$ cat src/rtl/lsf_rbin_stream_gen.sv
// lsf_rbin_stream_gen: computes r = x*cos + y*sin per hit, quantises it to a 7-bit bin and streams it to the histogram with event framing
module lsf_rbin_stream_gen #(
   parameter int COORD_W  = 12,
   parameter int COEF_W   = 10,
   parameter int R_SHIFT  = 2,
   parameter int R_OFFSET = 64
) (
   input  logic               clk,
   input  logic               rst,
   input  logic               event_start,
   input  logic [COEF_W-1:0]  cos_coef,
   input  logic [COEF_W-1:0]  sin_coef,
   input  logic [COORD_W-1:0] hit_x,
   input  logic [COORD_W-1:0] hit_y,
   input  logic               hit_valid,
   input  logic               hit_last,
   output logic               hit_ready,
   output logic [7:0]         r_bin_V_TDATA,
   output logic               r_bin_V_TVALID,
   input  logic               r_bin_V_TREADY,
   output logic               reset_V,
   output logic               enable_V,
   output logic               event_done
);
   localparam int COEF_FRAC = 9;
   localparam int PW = COORD_W + COEF_W;
   localparam int SH = COEF_FRAC + R_SHIFT;

   typedef enum logic [2:0] {S_IDLE, S_CLEAR, S_STREAM, S_DRAIN, S_DONE} state_t;

   state_t                    r_state;
   logic signed [COEF_W-1:0]  r_cos, r_sin;
   logic                      r_reset_v, r_enable, r_done;
   logic                      r_s1_v, r_s2_v, r_tvalid;
   logic signed [PW-1:0]      r_px, r_py;
   logic [7:0]                r_s2_data, r_tdata;
   logic                      w_stall, w_accept, w_empty, w_oor;
   logic signed [PW+1:0]      w_sum, w_r;
   logic [7:0]                w_bin;

   assign w_stall   = r_tvalid && !r_bin_V_TREADY;
   assign hit_ready = (r_state == S_STREAM) && !w_stall;
   assign w_accept  = hit_valid && hit_ready;
   assign w_empty   = !r_s1_v && !r_s2_v && !r_tvalid;

   // Sum is two bits wider than a product so shift and offset never truncate
   assign w_sum = $signed({{2{r_px[PW-1]}}, r_px}) + $signed({{2{r_py[PW-1]}}, r_py});
   assign w_r   = (w_sum >>> SH) + $signed((PW+2)'(R_OFFSET));
   assign w_oor = |w_r[PW+1:7];
   assign w_bin = w_oor ? 8'h80 : {1'b0, w_r[6:0]};

   assign r_bin_V_TDATA  = r_tdata;
   assign r_bin_V_TVALID = r_tvalid;
   assign reset_V        = r_reset_v;
   assign enable_V       = r_enable;
   assign event_done     = r_done;

   // Event framing FSM: latch coefficients, pulse histogram clear, stream, drain, signal done
   always_ff @(posedge clk or posedge rst) begin
      if (rst) begin
         r_state   <= S_IDLE;
         r_cos     <= '0;
         r_sin     <= '0;
         r_reset_v <= 1'b0;
         r_enable  <= 1'b0;
         r_done    <= 1'b0;
      end else begin
         case (r_state)
            S_IDLE: if (event_start) begin
               r_cos     <= $signed(cos_coef);
               r_sin     <= $signed(sin_coef);
               r_reset_v <= 1'b1;
               r_enable  <= 1'b1;
               r_state   <= S_CLEAR;
            end
            S_CLEAR: begin
               r_reset_v <= 1'b0;
               r_state   <= S_STREAM;
            end
            S_STREAM: if (w_accept && hit_last) r_state <= S_DRAIN;
            S_DRAIN: if (w_empty) begin
               r_done  <= 1'b1;
               r_state <= S_DONE;
            end
            S_DONE: begin
               r_done  <= 1'b0;
               r_state <= S_IDLE;
            end
            default: r_state <= S_IDLE;
         endcase
      end
   end

   // Three-stage datapath (products, bin, AXI output) frozen as a whole while the output is stalled
   always_ff @(posedge clk or posedge rst) begin
      if (rst) begin
         r_s1_v    <= 1'b0;
         r_s2_v    <= 1'b0;
         r_tvalid  <= 1'b0;
         r_px      <= '0;
         r_py      <= '0;
         r_s2_data <= '0;
         r_tdata   <= '0;
      end else if (!w_stall) begin
         r_s1_v    <= w_accept;
         if (w_accept) begin
            r_px <= PW'($signed(hit_x)) * PW'(r_cos);
            r_py <= PW'($signed(hit_y)) * PW'(r_sin);
         end
         r_s2_v    <= r_s1_v;
         r_s2_data <= w_bin;
         r_tvalid  <= r_s2_v;
         r_tdata   <= r_s2_data;
      end
   end
endmodule

$ cat config.mk
export PLATFORM = sky130hd
export DESIGN_NAME = lsf_rbin_stream_gen
export DESIGN_NICKNAME = d
export VERILOG_FILES = /design/src/rtl/lsf_rbin_stream_gen.sv
export SDC_FILE = /design/constraint.sdc
export NUM_CORES = 1
export LEC_CHECK = 0
export ABC_AREA = 1
export CORE_MARGIN = 4
export CORE_UTILIZATION = 50
export DETAILED_ROUTE_END_ITERATION = 16
export PLACE_DENSITY = 0.7
export SYNTH_ARGS = -nofsm -noshare
export SYNTH_HDL_FRONTEND = slang
export SYNTH_SLANG_ARGS = --single-unit
$ cat constraint.sdc
create_clock -name clk -period 4.7 [get_ports clk]
set_input_delay 0.47 -clock clk [delete_from_list [all_inputs] [get_ports clk]]
set_output_delay 0.47 -clock clk [all_outputs]
set_load 0.01 [all_outputs]
Word level (Yosys, flattened, before mapping). Index checks and enable logic that the tools add are counted.

Add/subtract/negate cells: 2. Multipliers: 2. Eq/ne operators: 7. Multiplexer cells: 9. Bitwise operators: 1. Reduce and logical (&&, ||, !) cells: 20.

Operator list (count): $mul A12 B10 Y22 (2); $add A22 B22 Y23 (1); $reduce_or A17 Y1 (1); $add A12 B8 Y13 const B (1); $pmux W3 S4 (1); $mux W3 (3); $mux W8 (1); $reduce_and A2 Y1 (4); $eq A3 B2 Y1 const B (2); $logic_and A1 B1 Y1 (6); $logic_not A1 Y1 (5); $ne A2 B2 Y1 const B (2); $pmux W1 S2 (2); $reduce_bool A2 Y1 (2); $eq A3 B1 Y1 const B (1); $eq A3 B3 Y1 const B (1); $logic_not A3 Y1 (1); $reduce_and A3 Y1 (1); $mux W1 (2); $ne A2 B1 Y1 const B (1); $not A1 Y1 (1).

Flip-flop bits (word level): 89. Bits of input ports: 50. Output and inout bits: 13.

Depth between registers and ports, before layout. Gate-level depths: netlist (run 1).

Depth in word-level cells: 8. Depth in mapped cells: 26.

Least setup slack after synthesis (run 1). No wires, ideal clock.

Path kind: input -> register. Start point: in hit_y[11]. End point: reg r_py[21]. Data arrival time: 4.926 ns. Path slack: -0.362 ns. Stages: 19. Buffers on the path: 1. Cell sequence: clkbuf_1 -> nand2_1 -> fa_1 -> inv_1 -> fa_1 -> inv_1 -> fa_1 -> inv_1 -> fa_1 -> inv_1 -> fa_1 -> inv_1 -> ha_1 -> inv_1 -> nor3_1 -> nand2_1 -> o211ai_1 -> xor2_1 -> o21ai_0.

Longest elaborated chain between the ends: 1.

Ends and longest elaborated chain: from (decl) (RTL line 14) `input logic [COORD_W-1:0] hit_y,`; $mul A12 B10 Y22 (RTL line 108) `r_py <= PW'($signed(hit_y)) * PW'(r_sin);`; to (signal assigned) (RTL line 108); to (decl) (RTL line 35) `logic signed [PW-1:0] r_px, r_py;`.

No other way between the ends. A chain may end at the register's enable or synchronous reset.

Final worst setup path (run 1).
Start point: reg r_cos[3]. End point: reg r_px[21].

Longest elaborated chain between the ends: 1.

Ends and longest elaborated chain: from (decl) (RTL line 32) `logic signed [COEF_W-1:0] r_cos, r_sin;`; from (signal assigned) (RTL line 70) `r_cos <= $signed(cos_coef);`; $mul A12 B10 Y22 (RTL line 107) `r_px <= PW'($signed(hit_x)) * PW'(r_cos);`; to (signal assigned) (RTL line 107); to (decl) (RTL line 35).

No other way between the ends.

==> results of run 1 <==
==> cell usage in the layout (no fill, tap or decap), drive strengths merged, types with 6 or more instances in the layout <==
cell type,n
or2,13
xor2,12
clkbuf,12
fa,214
dlygate4sd2,16
mux2,18
nor2,97
nand4,15
buf,269
xnor2,15
nand3,59
o21ai,43
a21oi,55
ha,128
nand2,549
inv,500
clkdlybuf4s50,39
a31oi,22
dfrtp,89
nor3,6
==> kinds of logic after synthesis <==
logic type,synth area share (%)
simple gates,21.2
buf+inv,14.4
xor+xnor,1.63
fa+ha+maj,40.5
flops,15.3
compound gates,5.64
mux,1.39
==> tightest hold or removal path, delay by kind of cell, from the launching register on <==
kind / cells / cell delay, ns
flops: 1 / 0.35
simple gates: 2 / 0.11
==> routing by layer <==
metal  global-route usage (%)  routed length [um]
met1                     32.3               16600
met2                     43.2               19100
met3                     3.31                1800
met4                     5.37                 815
met5                        0                   0
==> cell type report <==
class,instances,area [um2],share of cell area [%]
multi-input combinational,1277,11200,59.1
clock inverter,7,76.3,0.404
sequential,89,2240,11.9
inverter,495,1870,9.87
timing repair buffer,332,2840,15.0
clock buffer,9,225,1.19
tap,384,480,2.54
==> what timing repair did <==
action | in CTS | in global routing
pin swaps | 51 | 89
resized for setup | 142 | 164
cloned | 2 | 0
setup buffers | 22 | 35
setup endpoints to repair | 24 | 24
==> path summary, 6_finish.rpt <==
kind                               endpoint  slack (ns)
max                                r_px[21]       -0.05
min                        r_bin_V_TDATA[3]        0.47
max reg2reg                        r_px[21]       -0.05
min reg2reg                r_bin_V_TDATA[3]        0.47
max in group asynchronous          r_sin[1]        3.08
min in group asynchronous        event_done        0.64
==> state kept, by name, summed over array words and instances (netlist names) <==
name            count
r_cos              10
r_s2_data           8
r_bin_V_TVALID      1
r_bin_V_TDATA       8
r_px               22
reset_V             1
r_py               22
enable_V            1
event_done          1
r_sin              10
r_state             3
r_s2_v              1
r_s1_v              1
==> per-stage QoR <==
stage          std cells  area (um2)  util, %
5_1_grt             2593       18900     65.8
3_5_place_dp        2518       17100     59.5
6_report            2593       18900     65.8
2_1_floorplan       1918       14600        -
4_1_cts             2558       18100     62.9
3_3_place_gp        2518       17100     59.5
==> key figures, run 1 <==
Floorplan
  – Die width: 179 um
  – Starting Density: 50.7%
  – FP Rows: 62
  – I/O pins: 63
  – Die H: 179 um
  – Die Area: between 30000 and 40000 um2
  – Core area: 28700 um2

GRT
  – First-pass GRT wire length: 63.0 mm
  – Tot GR Track Use: 24.5%
  – Antenna violations before repair: 0
  – Vias in the first global route: 13200
  – Gr ovfl total: 0
  – Largest net degree at the start of global routing: 61

Outcome
  – Outcome: finished, violations left
  – Failing checks: negative setup slack

Synth
  – Number of enable-type register cells in the synthesized netlist: 0
  – Cell Area, Synth: 14500 um2
  – Post-synth top area share: between 20% and 30%
  – FF+latch count, synth: 89
  – Synth warn: 0
  – Commonest cells post-synth: nand2_1 (536), inv_1 (491), fa_1 (214), ha_1 (128), nor2_1 (91)
  – Synth Area per Inst: 7.58 um2
  – Post-Syn Nets: 2310
  – Post-synth top area cell: fa_1
  – Synth Flop Type: dfrtp_1
  – Area contributors post-synth: fa_1 (29%), dfrtp_1 (15%), nand2_1 (14%), inv_1 (13%), ha_1 (11%)
  – Post-synthesis cell type count: 39
  – Cell with the most instances after synthesis: nand2_1
  – Ys async rst share: 100%
  – Cells after Synth: 1918
  – Post-synthesis sequential area ratio: 15.3%

STA
  – Final Setup Violations: 6
  – Setup TNS: -0.109 ns
  – Final setup skew: 0.0110 ns
  – Tmin final: 4.75 ns
  – Final hold violations: 0
  – Hold WS: 0.474 ns
  – Max Clk Rate: 211 MHz
  – PnR worst setup slack: -0.0451 ns
  – RSZ-0062 raised after global routing: true
  – Final worst-path cycle share: 101%
  – Max transition margin: roughly 45%
  – Slew Limit Fails: 0
  – Worst slew pin tran: 0.817 ns

Final layout
  – Final-stage net count: 2596
  – Area grow syn2layout: 29.9%
  – Fill cell count: approximately 2400
  – # diodes: 0
  – Share of cells above drive strength 1: 25.1%

Route
  – Vias: between 10000 and 15000
  – Final Routed Wirelength: between 30 and 40 mm
  – Initial drt markers: 711
  – DR DRC count: 0
  – Pre-antenna DRT Iters: 5
  – Vias per inst: 4.97
  – WL per Instance: 14.8 um
  – Post-route ant nets: 0

Worst hold path
  – Hold depth: 2
  – Worst hold path class: reg2reg
  – Hold Crit Start: r_s2_data[3]

Critical path
  – CP Cell Sequence: buf_6 > nand2_1 > fa_2 > fa_2 > buf_6 > fa_2 > fa_1 > fa_1 > inv_1 > ha_4 > nand2_4 > nor3_4 > nand2_1 > o211ai_1 > xor2_1 > o21ai_1
  – Cells on worst reg2reg path: 16
  – Most used cell, CP: fa_2
  – Crit path launch type: flop
  – CP max-delay cell: fa_2
  – CP max stage delay: 0.70 ns
  – Setup Crit Path Kind: reg2reg
  – Critical Path Fanout Max: 5
  – Worst R2R Start: r_cos[3]
  – Worst EP required: 4.94 ns
  – Crit path from: r_cos[3]
  – Levels on crit path: 16
  – Critical path buffer and inverter count: 3
  – CP Capture Type: flop
  – CP arrival: 4.98 ns
  – Kind of cell adding the most delay to the critical path: adder cells

Job
  – Max-Cap Viols: 0

Clock network
  – CTS Sinks: slightly below 90
  – Root buffer cell: clkbuf_16
  – CTS tree: built
  – CTS Hold Bufs: 0
  – CTS Buf Count: 9
  – Max clock buf depth: 2
  – Clock Pin Slew Worst Setup and Hold Paths: 0.08 ns
  – Clock latency on the worst-skew pair: 0.37 ns
  – H-tree depth: 3

Placed design
  – RePlAce Congestion: between 0.9 and 1
  – Number of port buffers: 62
  – Post-DP HPWL: ~30 mm
  – Setup WS pre-CTS: -0.957 ns
Power of run 1 is not shown: default switching activity piles up to over one toggle a cycle in this logic, so the estimate is an artifact.
==> run 2, diff against run 1 <==
- ABC_AREA: 1 -> default
- HOLD_SLACK_MARGIN: default -> 0.06
- PLACE_DENSITY: 0.7 -> 0.71
==> run 2 against run 1 <==
The run still ends with negative setup slack left. Global-route usage down 2.5 points. Sequential cell count unchanged. Sequential share of layout area up 1.4 points. Worst setup slack worse by 0.59 ns. Critical path depth up 4.
==> key figures, run 2 <==
STA
  – Tmin final: 5.34 ns (+0.593 ns)
  – Hold WS: 0.477 ns (+0.00288 ns)
  – Max Clk Rate: 187 MHz (-11%)
  – Final Setup Violations: 19 (+13)
  – Final hold violations: 0 (unchanged)
  – Slew Limit Fails: 0 (unchanged)
  – Final worst-path cycle share: 114% (+13 points)
  – Final setup skew: 0.00975 ns (-0.00123 ns)
  – RSZ-0062 raised after global routing: true
  – Worst slew pin tran: 0.873 ns (+0.0559 ns)
  – PnR worst setup slack: -0.639 ns (-0.593 ns)
  – Max transition margin: 41.8% (-3.6 points)

Synth
  – Area contributors post-synth: fa_1 (32%), dfrtp_1 (17%), ha_1 (12%), inv_1 (8.3%), nand2_1 (6.1%)
  – Post-synthesis sequential area ratio: 16.5% (+1.2 points)
  – Adder-Cell Fraction of Synth Area: 43.7% (+3.2 points)
  – FF+latch count, synth: 89 (unchanged)
  – Mux contribution to synthesized area: 2.73% (+1.3 points)
  – Xor and xnor area share after synthesis: 3.56% (+1.9 points)
  – Cells after Synth: 1478 (-23%)
  – Largest family of logic cells by synthesized area: adder cells
  – Simple-Gate Fraction of Synth Area: 15.7% (-5.4 points)
  – Post-synth top area share: 31.8% (+2.3 points)
  – Synth warn: 0 (unchanged)
  – Number of enable-type register cells in the synthesized netlist: 0 (unchanged)
  – Post-Syn Nets: 1870 (-19%)
  – Cell Area, Synth: 13500 um2 (-7.3%)
  – Ys async rst share: 100% (unchanged)
  – Compound-cell area share of the yosys netlist: 7.66% (+2.0 points)
  – Synth Flop Type: dfrtp_1
  – Commonest cells post-synth: inv_1 (298), nand2_1 (218), fa_1 (214), ha_1 (128), and2_1 (96)
  – Post-synthesis cell type count: 62 (+59%)
  – Post-synth top area cell: fa_1
  – Synth Area per Inst: 9.12 um2 (+20%)
  – Cell with the most instances after synthesis: inv_1

Route
  – Post-route ant nets: 0 (unchanged)
  – Final Routed Wirelength: 31.2 mm (-18%)
  – Pre-antenna DRT Iters: 5 (unchanged)
  – DR DRC count: 0 (unchanged)
  – Vias per inst: 5.14 (+3.5%)
  – Vias: 10500 (-18%)
  – Initial drt markers: 559 (-21%)
  – WL per Instance: 15.3 um (+3.5%)

Critical path
  – CP Capture Type: flop
  – Worst EP required: 4.93 ns (about the same)
  – Crit path launch type: flop
  – Capturing point of the worst reg2reg path: r_px[19]
  – Reg2Reg Setup Slack: -0.64 ns (-0.59 ns)
  – Setup Crit Path Kind: reg2reg
  – Cells on worst reg2reg path: 20 (+4)
  – CP arrival: 5.57 ns (+0.59 ns)
  – Crit path from: r_cos[4]
  – Worst R2R Start: r_cos[4]
  – Critical Path Fanout Max: 3 (-2)

Floorplan
  – Core area: 26300 um2 (-8.4%)
  – Die H: 172 um (-3.6%)
  – Starting Density: 51.3% (+0.63 points)
  – Die width: 172 um (-3.6%)
  – FP Rows: 59 (-4.8%)
  – I/O pins: 63 (unchanged)
  – Die Area: 29700 um2 (-7.0%)

Clock network
  – CTS tree: built
  – H-tree depth: 3 (unchanged)
  – Clock latency on the worst-skew pair: 0.36 ns (about the same)
  – Max clock buf depth: 2 (unchanged)
  – Clock Pin Slew Worst Setup and Hold Paths: 0.08 ns (about the same)
  – CTS Buf Count: 9 (unchanged)
  – Root buffer cell: clkbuf_16
  – CTS Sinks: 89 (unchanged)
  – CTS Hold Bufs: 0 (unchanged)

GRT
  – Antenna violations before repair: 0 (unchanged)
  – Vias in the first global route: 11300 (-15%)
  – First-pass GRT wire length: 53.0 mm (-16%)
  – Tot GR Track Use: 22.0% (-2.5 points)
  – Gr ovfl total: 0 (unchanged)
  – Largest net degree at the start of global routing: 80 (+31%)

Final layout
  – Commonest non-fill, non-tap cells in the layout: inv_1 (279), nand2_1 (208), fa_1 (197)
  – Share of cells above drive strength 1: 24.3% (-0.77 points)
  – Final-stage net count: 2098 (-19%)
  – # diodes: 0 (unchanged)
  – Area grow syn2layout: 25.7%
  – Top Registers: r_px: 22 flops, r_py: 22 flops
  – Commonest non-fill, non-tap cell in the layout: inv_1
  – Core Util, Final: 64.5% (-1.3 points)

Placed design
  – Post-DP HPWL: 24.5 mm (-18%)
  – Number of port buffers: 62 (unchanged)
  – RePlAce Congestion: 0.923 (-1.9%)

Worst hold path
  – Hold EP: enable_V
  – Worst hold path class: reg2reg
  – Hold depth: 1 (-1)
  – Hold Crit Start: enable_V

Outcome
  – Failing checks: negative setup slack
  – Outcome: finished, violations left

Job
  – Max-Cap Viols: 0 (unchanged)
run 2: changes by cell type after synthesis, sizes merged, moves of 14 or more:
| cell | delta |
|---|---|
| nor2 | -53 |
| nand2b | +14 |
| and2 | +97 |
| xnor2 | +21 |
| nand3 | -47 |
| nand2 | -331 |
| inv | -197 |
| a21oi | -18 |
run 2: kinds of logic after synthesis:
| family | after synthesis |
|---|---|
| AO/OA/AOI/OAI | 155 |
| XOR/XNOR | 54 |
| adder cells (fa/ha/maj) | 342 |
| flip-flops | 89 |
| AND/OR/NAND/NOR | 444 |
| buffers and inverters | 361 |
| multiplexers | 33 |
run 2: cell type report:
class | instances | area, um2
clock inverter | 7 | 68.8
fill | 2051 | 9330
sequential | 89 | 2240
multi-input combinational | 1028 | 10500
clock buffer | 9 | 225
tap | 335 | 419
timing repair buffer | 279 | 2360
inverter | 299 | 1130
run 2: critical path, cell delays in order (launching register included):
cell	delay (ns)
dfrtp_2	0.45
and2_4	0.16
fa_1	0.55
inv_2	0.04
fa_1	0.52
inv_1	0.05
fa_1	0.47
fa_1	0.50
inv_1	0.05
fa_1	0.49
inv_2	0.05
ha_4	0.25
a2111oi_4	0.30
o21ai_1	0.14
a31o_1	0.20
a21o_1	0.19
a211oi_2	0.24
o21bai_2	0.12
a31oi_2	0.17
mux2i_1	0.19
nand3_1	0.08
run 2: how the worst max path moves through the flow:
| stage | to | slack [ns] | cells past startpoint |
|---|---|---|---|
| detailed placement | r_px[19] | -1.29 | 21 |
| CTS | r_px[19] | -0.78 | 20 |
| global placement | r_px[19] | -1.15 | 21 |
| floorplan | r_px[19] | -0.60 | 21 |
| global route | r_px[19] | -0.86 | 22 |
| finish | r_px[19] | -0.64 | 20 |
run 2: through the flow:
stage	TNS, ns	cells	instance area, um2	setup WS (ns)
2_1_floorplan	-3.74	1478	13700	-0.602
3_5_place_dp	-20.73	1986	15700	-1.29
4_1_cts	-5.61	2038	16600	-0.776
5_1_grt	-9.10	2046	17000	-0.860
3_3_place_gp	-18.41	1986	15700	-1.15
6_report	-5.61	2046	17000	-0.639
run 2: timing repair:
action / in CTS / in global routing
pin swaps: 62 / 41
setup endpoints to repair: 24 / 23
buffers inserted: 34 / 9
resized for setup: 99 / 83
gates cloned: 2 / 0
run 2: metal layers:
metal  track usage (%)  routed length (um)  up-vias
li1                  -                   -     5007
met1              29.8               13600     5242
met2              38.7               15900      246
met3              3.27                1350       27
met4              3.28                 389        0
met5                 0                   0        -
Power of run 2 is left out for the same reason.
==> run 3, diff against run 2 <==
- SETUP_SLACK_MARGIN: default -> 0.15
==> run 3 against run 2 <==
The run still ends with negative setup slack left. Critical path depth unchanged. Register-to-register slack better by 0.08 ns. Wire length down 3.0%. Sequential cell count unchanged. Largest cell class unchanged.
==> key figures, run 3 (synthesized netlist as in run 2, its figures left out) <==
Critical path
  – Worst R2R Start: r_cos[4]
  – Critical path buffer and inverter count: 4 (unchanged)
  – Most used cell, CP: fa_1
  – Critical Path Fanout Max: 3 (unchanged)
  – CP max stage delay: 0.51 ns (-0.04 ns)
  – Worst EP required: 4.96 ns (+0.03 ns)
  – Cells on worst reg2reg path: 20 (unchanged)
  – Capturing point of the worst reg2reg path: r_px[19]
  – Crit path launch type: primary input
  – CP max-delay cell: clkdlybuf4s50_1
  – CP arrival: 5.53 ns (-0.04 ns)
  – CP Capture Type: flop
  – CP Cell Sequence: clkdlybuf4s50_1 > nand2_1 > fa_1 > fa_1 > inv_1 > fa_1 > fa_1 > inv_1 > fa_1 > inv_2 > ha_4 > a2111oi_4 > o21ai_2 > a31o_1 > a21o_1 > a211oi_2 > o21bai_2 > a31oi_2 > mux2i_1 > nand3_1
  – Reg2Reg Setup Slack: -0.56 ns (+0.08 ns)
  – Setup Crit Path Kind: in2reg
  – Kind of cell adding the most delay to the critical path: adder cells

STA
  – Final Setup Violations: 18 (-1)
  – Final worst-path cycle share: 112% (-1.4 points)
  – RSZ-0062 raised after global routing: true
  – Max Clk Rate: 190 MHz (+1.3%)
  – Final setup skew: 0.0194 ns (+0.00967 ns)
  – Worst slew pin tran: 0.895 ns (+0.0224 ns)
  – Setup TNS: -5.15 ns (+0.456 ns)
  – Final hold violations: 0 (unchanged)
  – Max transition margin: 40.3% (-1.5 points)
  – Tmin final: 5.27 ns (-0.0681 ns)
  – Slew Limit Fails: 0 (unchanged)
  – PnR worst setup slack: -0.570 ns (+0.0681 ns)

Clock network
  – CTS tree: built
  – CTS Sinks: 89 (unchanged)
  – H-tree depth: 3 (unchanged)
  – CTS Buf Count: 9 (unchanged)
  – Root buffer cell: clkbuf_16
  – Clock Pin Slew Worst Setup and Hold Paths: 0.08 ns (about the same)
  – Clock latency on the worst-skew pair: 0.37 ns (about the same)
  – Max clock buf depth: 2 (unchanged)

Placed design
  – RePlAce Congestion: 0.872 (-5.5%)
  – Setup WS pre-CTS: -1.25 ns (+0.0437 ns)
  – Number of port buffers: 62 (unchanged)
  – Post-DP HPWL: 24.3 mm (-0.93%)

Floorplan
  – Die width: 172 um (unchanged)
  – Core area: 26300 um2 (unchanged)
  – I/O pins: 63 (unchanged)
  – Die Area: 29700 um2 (unchanged)
  – Die H: 172 um (unchanged)
  – Starting Density: 51.3% (unchanged)
  – FP Rows: 59 (unchanged)

Outcome
  – Failing checks: negative setup slack
  – Outcome: finished, violations left

Worst hold path
  – Hold Crit Start: enable_V
  – Hold depth: 1 (unchanged)
  – Worst hold path class: reg2reg
  – Hold EP: enable_V

Job
  – Max-Cap Viols: 0 (unchanged)

Final layout
  – Share of cells above drive strength 1: 22.7% (-1.6 points)
  – Commonest non-fill, non-tap cells in the layout: inv_1 (286), nand2_1 (210), fa_1 (207)
  – Area grow syn2layout: 25.1%
  – Commonest non-fill, non-tap cell in the layout: inv_1
  – Top Registers: r_px: 22 flops, r_py: 22 flops
  – # diodes: 0 (unchanged)
  – Final-stage net count: 2098 (unchanged)

Route
  – Initial drt markers: 508 (-9.1%)
  – Final Routed Wirelength: 30.3 mm (-3.0%)
  – Pre-antenna DRT Iters: 7 (+2)
  – Vias per inst: 5.14 (about the same)
  – WL per Instance: 14.8 um (-3.0%)
  – DR DRC count: 0 (unchanged)
  – Post-route ant nets: 0 (unchanged)
  – Vias: 10500 (-0.048%)

GRT
  – Vias in the first global route: 10900 (-3.3%)
  – First-pass GRT wire length: 52.2 mm (-1.4%)
  – Antenna violations before repair: 0 (unchanged)
  – Tot GR Track Use: 21.7% (-0.30 points)
  – Gr ovfl total: 0 (unchanged)
  – Largest net degree at the start of global routing: 50 (-38%)
[run 3: cell types whose count changed in the layout (fill, tap and decap cells not counted), moves of 4 or more]
cell / change
inv_2: -7
ha_4: -4
ha_1: +4
buf_4: +4
fa_2: -10
dlygate4sd2_1: +4
a21oi_2: +4
fa_1: +10
inv_1: +7
[run 3: layout make-up]
cell class,count,area (um2)
clock buffer,9,225
clock inverter,7,67.6
fill,2119,9420
inverter,299,1130
multi-input combinational,1028,10400
sequential,89,2240
tap,335,419
timing repair buffer,279,2340
[run 3: worst max-delay path by stage]
stage | startpoint | to | slack, ns | cells past startpoint
after global placement | hit_x[5] | r_px[19] | -1.14 | 21
after detailed placement | hit_x[5] | r_px[19] | -1.25 | 21
after CTS | r_cos[4] | r_px[19] | -0.75 | 20
final | hit_x[8] | r_px[19] | -0.57 | 20
after floorplan | hit_x[5] | r_px[19] | -0.60 | 21
after global routing | r_cos[1] | r_px[19] | -0.83 | 21
[run 3: what timing repair did]
item                       4_1_cts  5_1_grt
pin swaps                       58       25
hold buffers                     0        0
hold endpoints to repair         0        0
setup endpoints to repair       24       26
cloned                           2        0
gates resized for setup         89       42
buffers inserted                33        6
[run 3: routing by layer]
| layer | routed length (um) | GRT usage [%] | up-vias |
|---|---|---|---|
| met5 | 0 | 0 | - |
| met4 | 233 | 2.80 | 0 |
| li1 | - | - | 5019 |
| met2 | 15100 | 37.0 | 214 |
| met1 | 13500 | 30.4 | 5263 |
| met3 | 1440 | 3.57 | 21 |
[run 3: through the flow]
step                      area, um2  util [%]  hold WS, ns  instances
after floorplan               13800         -        0.438       1478
after global placement        15800      60.2        0.451       1989
after detailed placement      15800      60.2        0.454       1989
after CTS                     16600      63.3        0.472       2040
after global routing          16900      64.2        0.484       2046
final                         16900      64.2        0.470       2046
Power of run 3 is left out for the same reason.
